### src/rtl/alu_mul_sequencer.sv
`default_nettype none
// ============================================================================
//  Module      : alu_mul_sequencer
//  Description : Multi-cycle shift-and-add multiplier controller. It borrows
//                the shared execute-stage Alu and returns the low BITS bits of
//                ReqA*ReqB, with an unsigned-overflow flag and a zero flag.
//                Index 0 of every vector is the MSB.
//  Revision    : 1.0  initial release
// ============================================================================
module alu_mul_sequencer #(
    parameter int BITS = 64
) (
    input  logic            clk,
    input  logic            rst_n,
    input  logic            ReqValid,
    output logic            ReqReady,
    input  logic [0:BITS-1] ReqA,
    input  logic [0:BITS-1] ReqB,
    output logic            RspValid,
    input  logic            RspReady,
    output logic [0:BITS-1] RspResult,
    output logic            RspOverflow,
    output logic            RspZero,
    output logic            AluOwn,
    output logic [0:BITS-1] AluSrcA,
    output logic [0:BITS-1] AluSrcB,
    output logic [0:1]      AluControl,
    input  logic [0:BITS-1] AluResult,
    input  logic [0:3]      AluFlags
);

    localparam int                CNT_W      = $clog2(BITS) + 1;
    localparam logic [CNT_W-1:0]  C_CNT_LAST = CNT_W'(BITS - 1);
    localparam logic [0:1]        C_ALU_ADD  = 2'b00;

    typedef enum logic [1:0] {
        S_IDLE = 2'd0,
        S_CALC = 2'd1,
        S_DONE = 2'd2
    } state_t;

    state_t           r_state;
    state_t           w_state_nxt;

    logic [0:BITS-1]  r_p;
    logic [0:BITS-1]  r_m;
    logic [0:BITS-1]  r_q;
    logic [CNT_W-1:0] r_cnt;
    logic             r_lost;
    logic             r_ovf;

    logic             w_accept;
    logic [0:BITS-1]  w_q_shr;
    logic             w_calc_last;
    logic             w_add_now;
    logic             w_unused_flags;

    assign w_accept       = ReqValid && ReqReady;
    assign w_q_shr        = r_q >> 1;
    // Stop as soon as no multiplier bits remain, or after the last bit position.
    assign w_calc_last    = (w_q_shr == '0) || (r_cnt == C_CNT_LAST);
    // Bit BITS-1 is the LSB of the multiplier: add M into P when it is set.
    assign w_add_now      = r_q[BITS-1];
    // Only the carry flag matters; the remaining Alu flags are intentionally ignored.
    assign w_unused_flags = ^{AluFlags[0], AluFlags[2], AluFlags[3]};

    // Result outputs are a direct view of the accumulator and sticky overflow.
    assign RspResult   = r_p;
    assign RspOverflow = r_ovf;
    assign RspZero     = (r_p == '0);

    // State register.
    always_ff @(posedge clk) begin
        if (!rst_n) begin
            r_state <= S_IDLE;
        end else begin
            r_state <= w_state_nxt;
        end
    end

    // Next-state logic and handshake / Alu-borrow outputs.
    always_comb begin
        w_state_nxt = r_state;
        ReqReady    = 1'b0;
        RspValid    = 1'b0;
        AluOwn      = 1'b0;
        AluSrcA     = '0;
        AluSrcB     = '0;
        AluControl  = C_ALU_ADD;
        case (r_state)
            S_IDLE: begin
                ReqReady = 1'b1;
                if (ReqValid) begin
                    w_state_nxt = (ReqB == '0) ? S_DONE : S_CALC;
                end
            end
            S_CALC: begin
                AluOwn  = 1'b1;
                AluSrcA = r_p;
                AluSrcB = r_m;
                if (w_calc_last) begin
                    w_state_nxt = S_DONE;
                end
            end
            S_DONE: begin
                RspValid = 1'b1;
                if (RspReady) begin
                    w_state_nxt = S_IDLE;
                end
            end
            default: begin
                w_state_nxt = S_IDLE;
            end
        endcase
    end

    // Datapath: load operands on accept, one shift-and-add step per CALC cycle.
    always_ff @(posedge clk) begin
        if (!rst_n) begin
            r_p    <= '0;
            r_m    <= '0;
            r_q    <= '0;
            r_cnt  <= '0;
            r_lost <= 1'b0;
            r_ovf  <= 1'b0;
        end else if (r_state == S_IDLE) begin
            if (w_accept) begin
                r_p    <= '0;
                r_m    <= ReqA;
                r_q    <= ReqB;
                r_cnt  <= '0;
                r_lost <= 1'b0;
                r_ovf  <= 1'b0;
            end
        end else if (r_state == S_CALC) begin
            if (w_add_now) begin
                // A carry out of the add, or a multiplicand bit already shifted
                // off the top, both mean the true product needs more than BITS bits.
                r_p   <= AluResult;
                r_ovf <= r_ovf | AluFlags[1] | r_lost;
            end
            r_m    <= r_m << 1;
            r_lost <= r_lost | r_m[0];
            r_q    <= w_q_shr;
            r_cnt  <= r_cnt + 1'b1;
        end
    end

endmodule
`default_nettype wire

### config.mk
export PLATFORM = sky130hd
export DESIGN_NAME = alu_mul_sequencer
export DESIGN_NICKNAME = d
export VERILOG_FILES = /design/src/rtl/alu_mul_sequencer.sv
export SDC_FILE = /design/constraint.sdc
export NUM_CORES = 1
export LEC_CHECK = 0
export BUFFER_PORTS_ARGS = -buffer_cell sky130_fd_sc_hd__buf_2
export CAP_MARGIN = 20
export CELL_PAD_IN_SITES_DETAIL_PLACEMENT = 0
export CELL_PAD_IN_SITES_GLOBAL_PLACEMENT = 1
export CORE_UTILIZATION = 31
export DETAILED_ROUTE_END_ITERATION = 6
export GPL_ROUTABILITY_DRIVEN = 0
export PLACE_DENSITY = 0.8
export SETUP_SLACK_MARGIN = 0.15
export SYNTH_ARGS = -nofsm -noshare
export SYNTH_HDL_FRONTEND = slang
export SYNTH_SLANG_ARGS = --single-unit
export TNS_END_PERCENT = 10
### constraint.sdc
create_clock -name clk -period 1.5 [get_ports clk]
set_clock_uncertainty 0.2 [all_clocks]
set_input_delay 0.15 -clock clk [delete_from_list [all_inputs] [get_ports clk]]
set_output_delay 0.15 -clock clk [all_outputs]
set_load 0.05 [all_outputs]
==> reports/results.txt, run 1 <==
Setup CP Type - reg2out
Endpoints failing hold - 0
Synth area leader - dfxtp_1
Critical Path AT - 2.22 ns
Final #Nets - 2143
Max-cap violations - 0
DR iter-0 viols - 1165
Synthesized flop and latch total - 203
GRT Overall Usage - 0.270
Die footprint - 32500 um2
Area post-placement - 13900 um2
Post-Syn Area per Cell - 8.16 um2
Fin area - 20000 um2
Initial Util - 0.318
RSZ-0062 raised after global routing - yes
Via count - 13300
Post-route ant nets - 0
Lkg Pwr - 8.53 nW
Pre-CTS WS - -0.892 ns
Peak VDD IR - 0.672 mV
Startpoint types - flip-flop
Sink Count - 203
Worst setup margin - -1.07 ns
Post-synth EDFFs - 0
Clock buffer depth - 3
Synth area leaders - dfxtp_1, a311oi_1, and2_1, nor2_1, o21ai_0
FMAX - 390 MHz
Global route total overflow - 0
Run status - finished, violations left
Relative slew slack - 0.460
Clock Latency Late Sink - 0.52 ns
Final Non-Filler Cells - 2356
Initial antenna violation count - 0
N_diodes - 0
CP Max Fanout - 2
H-tree levels - 1
Syn Std Cell Area - 9840 um2
Worst Hold Class - in2reg
Num CTS Buffers - 24
Ports - 399
Row cnt - 64
Power, Total - 20.7 mW
Synth-to-Final Area Change - 103%
First-pass DRT Iterations - 6
Sequential cell area - 4180 um2
Yosys cell types - 41
Violated checks - negative setup slack
Share of cells above drive strength 1 - 0.479
Max-slew violations - 0
Core area - 30900 um2
Worst Tran Pin Value - 0.803 ns
Period utilization - 1.71
Setup crit end kind - output port
Tmin final - 2.57 ns
Wire per inst - 22.0 um
Port-buffer cells - 393
Cell count after synthesis - 1206
Die Span Y - 180 um
Placed Cells - 2083
Synth async-reset ratio - 0
Clock transition at the registers of the reported paths - 0.06 ns
Root buffer cell - clkbuf_16
Post-synth top area share - 0.413
Largest net degree at the start of global routing - 66
Warnings, synthesis - 0
Fillers - 2232
Post-DP HPWL - 28.0 mm
Required @ worst endpoint - 1.15 ns
Ys flop type - dfxtp_1
Power Density - 1030 nW/um2
Routed WL - 51.9 mm
Multi-input logic area - 5670 um2
Via density - 5.63
Number of global-route vias before repair - 12700
Seq/Total Area, Yosys - 0.413
Final setup fails - 351
TritonCTS clock tree - done
Residual DRC - 0
Die width - 180 um
First-pass GRT wire length - 70.7 mm
-- timing repair --
item	CTS	global route
endpoints found under the setup margin	400	400
resized for setup	519	339
cloned	9	6
endpoints found under the hold margin	200	0
hold buffers	196	0
setup buffers	15	3
pin swaps	138	44
-- metal layers --
metal	routed length (um)	GRT usage	share of wire
met1	18900	0.315	0.36
met2	25200	0.472	0.49
met3	4100	0.0465	0.079
met4	3730	0.149	0.072
met5	0	0	0
-- synthesized netlist by cell type, types with 3 or more instances --
cell      number
a21oi_1        3
buf_4         21
nand2_1      130
a311oi_1     117
dfxtp_1      203
nor2_1       203
buf_2         22
nor4_1        45
clkbuf_1      60
nand4_1       13
a22oi_1       65
o21ai_0      127
nor3_1         4
a311oi_2      10
nor4_2         5
buf_6         20
and2_1       129
-- critical path: stages, from the launching register on --
cell,delay (ns)
dfxtp_2,0.34
nor4_1,0.46
nand4_1,0.32
nor4_4,0.37
buf_6,0.21
-- registers in the layout, summed over array words and instances, names as in the netlist --
name,count
r_lost,1
r_m,64
r_q,64
RspResult,64
r_state,2
RspOverflow,1
r_cnt,7
-- path summary, 6_finish.rpt --
path            startpoint  slack [ns]         end  cells after the start
min reg2reg         r_lost        0.27      r_lost                      2
max reg2reg     r_state[1]       -0.52     r_m[15]                      8
max          RspResult[33]       -1.07     RspZero                      4
min                ReqB[6]        0.06  r_state[1]                      6
-- cells by family (layout without fill, tap and decap cells) --
logic type	after synthesis	count (layout)	synth area share
compound gates	329	329	0.242
xor+xnor	2	2	0.00178
fa+ha+maj	1	1	0.00127
buf+inv	125	878	0.0738
flops	203	203	0.413
mux	2	2	0.00216
other cells	1	2	0.000381
simple gates	543	543	0.266
-- cell usage in the layout, fill, tap and decap left out, types with 85 or more instances in the layout --
cell,count
buf_4,120
dfxtp_1,137
buf_8,140
o21ai_0,126
buf_2,196
a311oi_1,85
and2_4,124
dlygate4sd3_1,196
buf_6,95
nor2_1,199
nand2_1,127
-- final cells by class --
class,instances,area share
clock buffer,38,0.0367
multi-input combinational,879,0.284
sequential,203,0.209
timing repair buffer,832,0.442
inverter,2,0.00100
tap,396,0.0248
clock inverter,6,0.00275
-- through the flow --
stage / hold WS [ns] / setup TNS (ns) / util
2_1_floorplan: 0.0919 / -24.54 / -
6_report: 0.0594 / -145.20 / 0.647
5_1_grt: 0.0917 / -164.96 / 0.647
4_1_cts: 0.0451 / -143.48 / 0.607
3_5_place_dp: 0.205 / -29.75 / 0.449
3_3_place_gp: 0.195 / -25.41 / 0.449
-- where the power goes --
group | internal, mW | leakage, nW | switching, mW | total, mW
clock network | 3.51 | 0.393 | 2.43 | 5.94
logic | 3.86 | 6.43 | 4.27 | 8.14
registers | 6.05 | 1.71 | 0.537 | 6.58
Note: power is estimated with default switching activity, not from simulation.
==> run 2, diff against run 1 <==
CORE_MARGIN = 2   (was unset)
==> reports/results.txt, run 2 (synthesis gave the netlist of run 1 again) <==
Relative slew slack - 0.570
Flop-to-flop setup slack - -0.52 ns
Via count - 13400
Routed WL - 53.9 mm
Via density - 5.58
DR iter-0 viols - 979
Logic pwr share - 0.400
Root buffer cell - clkbuf_16
Violated checks - negative hold slack, negative setup slack
Number of global-route vias before repair - 12800
Required @ worst endpoint - 1.15 ns
Sequential power share - 0.324
H-tree levels - 1
Worst Hold Class - in2reg
FMAX - 364 MHz
Num CTS Buffers - 23
Initial antenna violation count - 1
RSZ-0062 raised after global routing - yes
Synth-to-Final Area Change - 106%
Final Non-Filler Cells - 2392
Total negative slack - -116.27 ns
Peak VDD IR - 0.841 mV
Tmin final - 2.74 ns
Critical Path AT - 2.39 ns
Cell internal pwr - 13.1 mW
Fin area - 20300 um2
Worst setup margin - -1.24 ns
Power, Total - 20.4 mW
Fillers - 2225
Sink Count - 203
First-pass DRT Iterations - 5
Die Span Y - 182 um
Post-route ant nets - 0
Switching power - 7.26 mW
Post-DP HPWL - 28.5 mm
First-pass GRT wire length - 71.1 mm
Net Sw Frac - 0.357
Ports - 399
Wire per inst - 22.5 um
Max-slew violations - 0
Worst Tran Pin Value - 0.639 ns
Final #Nets - 2175
Clock transition at the registers of the reported paths - 0.07 ns
Most frequent cells in the layout - dlygate4sd3_1, nor2_1, buf_2
Die footprint - 33200 um2
Reg2Reg Depth - 7
Core area - 31400 um2
Hold endpoint - RspResult[52]
Final setup fails - 356
Port-buffer cells - 393
Endpoints failing hold - 3
TritonCTS clock tree - done
Multi-input logic area - 5960 um2
Run status - finished, violations left
Hold wc startpoint - rst_n
CP Max Fanout - 2
Commonest non-fill, non-tap cell in the layout - dlygate4sd3_1
Crit Reg-Reg Startpoint - r_state[1]
Worst Hold Depth - 4
Clk pwr share - 0.276
Die width - 182 um
Largest net degree at the start of global routing - 72
Reg-to-Reg End - RspResult[18]
Area post-placement - 14100 um2
Max-cap violations - 0
Row cnt - 65
Hold_ws - -0.00627 ns
N_diodes - 0
Setup CP Type - reg2out
Initial Util - 0.313
Residual DRC - 0
Power Density - 1000 nW/um2
Lkg Pwr - 8.61 nW
Share of cells above drive strength 1 - 0.506
Startpoint types - flip-flop
Placed Cells - 2126
Clock Latency Late Sink - 0.51 ns
Clock buffer depth - 3
Global route total overflow - 0
GRT Overall Usage - 0.268
Period utilization - 1.83
Setup crit end kind - output port
Sequential cell area - 4180 um2
Pre-CTS WS - -0.677 ns
==> run 2: cell types whose count changed in the layout (fill, tap and decap cells not counted), moves of 6 or more <==
cell,previous run,this run
buf_6,95,110
a311oi_1,85,74
and2_1,4,12
buf_12,68,58
buf_4,120,150
a22oi_2,2,31
nor4_1,38,32
a311oi_2,42,53
clkbuf_16,31,25
and2_4,124,116
a22oi_1,63,34
==> run 2: timing repair <==
action,4_1_cts,5_1_grt
gates cloned,9,2
resized for setup,544,371
buffers inserted,9,5
hold buffers,196,4
pin swaps,138,112
hold endpoints to repair,202,5
endpoints found under the setup margin,400,400
==> run 2: per-stage QoR <==
stage / util / hold slack [ns]
2_1_floorplan: - / 0.0919
5_1_grt: 0.647 / 0.00135
4_1_cts: 0.602 / -0.00979
6_report: 0.647 / -0.00627
3_5_place_dp: 0.448 / 0.203
3_3_place_gp: 0.448 / 0.202
==> run 2: worst max path at each step <==
stage,startpoint,endpoint,slack [ns],depth (start not counted)
floorplan,RspResult[52],RspZero,-0.37,3
global placement,ReqB[61],r_state[1],-0.61,7
detailed placement,ReqB[61],r_state[1],-0.68,7
CTS,RspResult[3],RspZero,-0.88,5
global route,RspResult[21],RspZero,-1.53,4
finish,RspResult[21],RspZero,-1.24,4
==> run 2: layer usage <==
layer	GRT usage	wire length, um	up-vias
li1	-	-	5897
met1	0.301	19300	6382
met2	0.475	26100	815
met3	0.0511	4660	258
met4	0.155	3810	2
met5	0	11	-
==> run 2: worst max-delay path, stage by stage, from the launching register on <==
cell	delay, ns
dfxtp_2	0.34
nor4_2	0.53
nand4_1	0.38
nor4_4	0.41
buf_6	0.21
==> run 2: power by group through the flow <==
| stage | Combinational [mW] | Clock, mW | Sequential (mW) |
|---|---|---|---|
| after floorplan | 3.44 | 0 | 6.69 |
| after global placement | 5.67 | 0 | 6.56 |
| after detailed placement | 5.73 | 0 | 6.58 |
| after CTS | 7.24 | 5.62 | 6.52 |
| after global routing | 8.54 | 5.91 | 6.65 |
| final | 8.14 | 5.63 | 6.59 |
==> run 2: area by class of cell <==
type	instances	area share
timing repair buffer	865	0.439
multi-input combinational	879	0.293
sequential	203	0.206
clock buffer	35	0.0330
tap	402	0.0248
clock inverter	6	0.00296
inverter	2	0.00123
==> run 3, diff against run 2 <==
RECOVER_POWER = 50   (was unset)
==> reports/results.txt, run 3 (synthesis gave the netlist of run 1 again) <==
Run status - finished, violations left
Violated checks - negative hold slack, negative setup slack
TritonCTS clock tree - done
Most frequent cells in the layout - dlygate4sd3_1, nor2_1, buf_2
Relative slew slack - 0.594
Initial antenna violation count - 1
Initial Util - 0.313
Clock transition at the registers of the reported paths - 0.07 ns
Sequential power share - 0.324
Die width - 182 um
Ports - 399
RSZ-0062 raised after global routing - yes
First-pass GRT wire length - 71.1 mm
Period utilization - 1.82
Setup CP Type - reg2out
Logic pwr share - 0.399
Peak VDD IR - 0.837 mV
Worst Tran Pin Value - 0.604 ns
Worst Hold Class - in2reg
DR iter-0 viols - 1056
Largest net degree at the start of global routing - 72
Die Span Y - 182 um
Critical Path AT - 2.38 ns
Endpoints failing hold - 2
Cell internal pwr - 13.1 mW
Core area - 31400 um2
Num CTS Buffers - 23
Switching power - 7.24 mW
Share of cells above drive strength 1 - 0.506
Clock Latency Late Sink - 0.51 ns
Final setup fails - 358
Worst Hold Depth - 4
GRT Overall Usage - 0.268
Residual DRC - 0
GR Layer Usage met3 - 0.0511
Flop-to-flop setup slack - -0.56 ns
Hold wc startpoint - rst_n
First-pass DRT Iterations - 7
Tmin final - 2.73 ns
Hold endpoint - r_cnt[2]
Number of global-route vias before repair - 12800
Max-cap violations - 0
Sink Count - 203
Clock buffer depth - 3
Via density - 5.57
Power Density - 1000 nW/um2
Synth-to-Final Area Change - 106%
Row cnt - 65
Post-DP HPWL - 28.5 mm
N_diodes - 0
Setup crit end kind - output port
Wire per inst - 22.5 um
Port-buffer cells - 393
Reg2Reg Depth - 7
Crit Reg-Reg Startpoint - r_state[1]
Global route total overflow - 0
GR Layer Usage met1 - 0.301
Power, Total - 20.3 mW
Met2 Use GR - 0.475
Net Sw Frac - 0.356
Total negative slack - -124.02 ns
Final #Nets - 2175
Grt peak-use layer - met2
Startpoint types - flip-flop
Commonest non-fill, non-tap cell in the layout - dlygate4sd3_1
CP Max Fanout - 2
Clk pwr share - 0.276
Via count - 13300
Fillers - 2235
Max-slew violations - 0
Post-route ant nets - 0
Hold_ws - -0.00288 ns
Routed WL - 53.7 mm
H-tree levels - 1
Required @ worst endpoint - 1.15 ns
Reg-to-Reg End - RspResult[18]
Root buffer cell - clkbuf_16
Lkg Pwr - 8.60 nW
FMAX - 366 MHz
Worst setup margin - -1.23 ns
Die footprint - 33200 um2
==> run 3: cell types whose count changed in the layout (fill, tap and decap cells not counted), sizes merged <==
cell / change
buf: -1
clkbuf: +1
==> run 3: power groups by stage <==
| stage | clock, mW | sequential [mW] | combinational, mW |
|---|---|---|---|
| final | 5.62 | 6.59 | 8.11 |
| after global routing | 5.91 | 6.65 | 8.52 |
| after CTS | 5.62 | 6.52 | 7.24 |
| after detailed placement | 0 | 6.58 | 5.73 |
| after global placement | 0 | 6.56 | 5.67 |
| after floorplan | 0 | 6.69 | 3.44 |
==> run 3: how the worst max path moves through the flow <==
| stage | depth (start not counted) | from | end |
|---|---|---|---|
| after floorplan | 3 | RspResult[52] | RspZero |
| after global placement | 7 | ReqB[61] | r_state[1] |
| after detailed placement | 7 | ReqB[61] | r_state[1] |
| after CTS | 5 | RspResult[3] | RspZero |
| after global routing | 4 | RspResult[21] | RspZero |
| final | 4 | RspResult[21] | RspZero |
==> run 3: final cells by class <==
cell class              instances  area [um2]  share of cell area
clock buffers                  35         671              0.0331
clock inverters                 6        60.1             0.00296
repair buffers                865        8880               0.438
inverters                       2        15.0            0.000741
well taps                     402         503              0.0248
flip-flops and latches        203        4180               0.206
multi-input cells             879        5960               0.294
==> run 3: per-layer routing <==
metal | share of wire | up-vias
li1 | - | 5900
met1 | 0.36 | 6311
met2 | 0.48 | 848
met3 | 0.087 | 272
met4 | 0.072 | 2
met5 | 0.00024 | -
==> run 3: timing repair <==
action / 4_1_cts / 5_1_grt
buffers inserted: 9 / 5
resized for setup: 544 / 371
pin swaps: 138 / 112
setup endpoints to repair: 400 / 400
gates cloned: 9 / 2
hold buffers: 196 / 4
endpoints found under the hold margin: 202 / 5
==> run 3: critical path, cell delays in order, from the launching register on <==
cell and delay (ns):
dfxtp_2 0.34, nor4_2 0.52, nand4_1 0.37, nor4_4 0.42, buf_6 0.21
==> run 3: metrics by stage <==
stage / cells / utilization / area (um2) / setup WS (ns)
floorplan: 1207 / - / 10100 / -0.370
finish: 2392 / 0.645 / 20300 / -1.23
CTS: 2381 / 0.602 / 18900 / -0.879
global route: 2392 / 0.645 / 20300 / -1.53
global placement: 2126 / 0.448 / 14100 / -0.610
detailed placement: 2126 / 0.448 / 14100 / -0.677
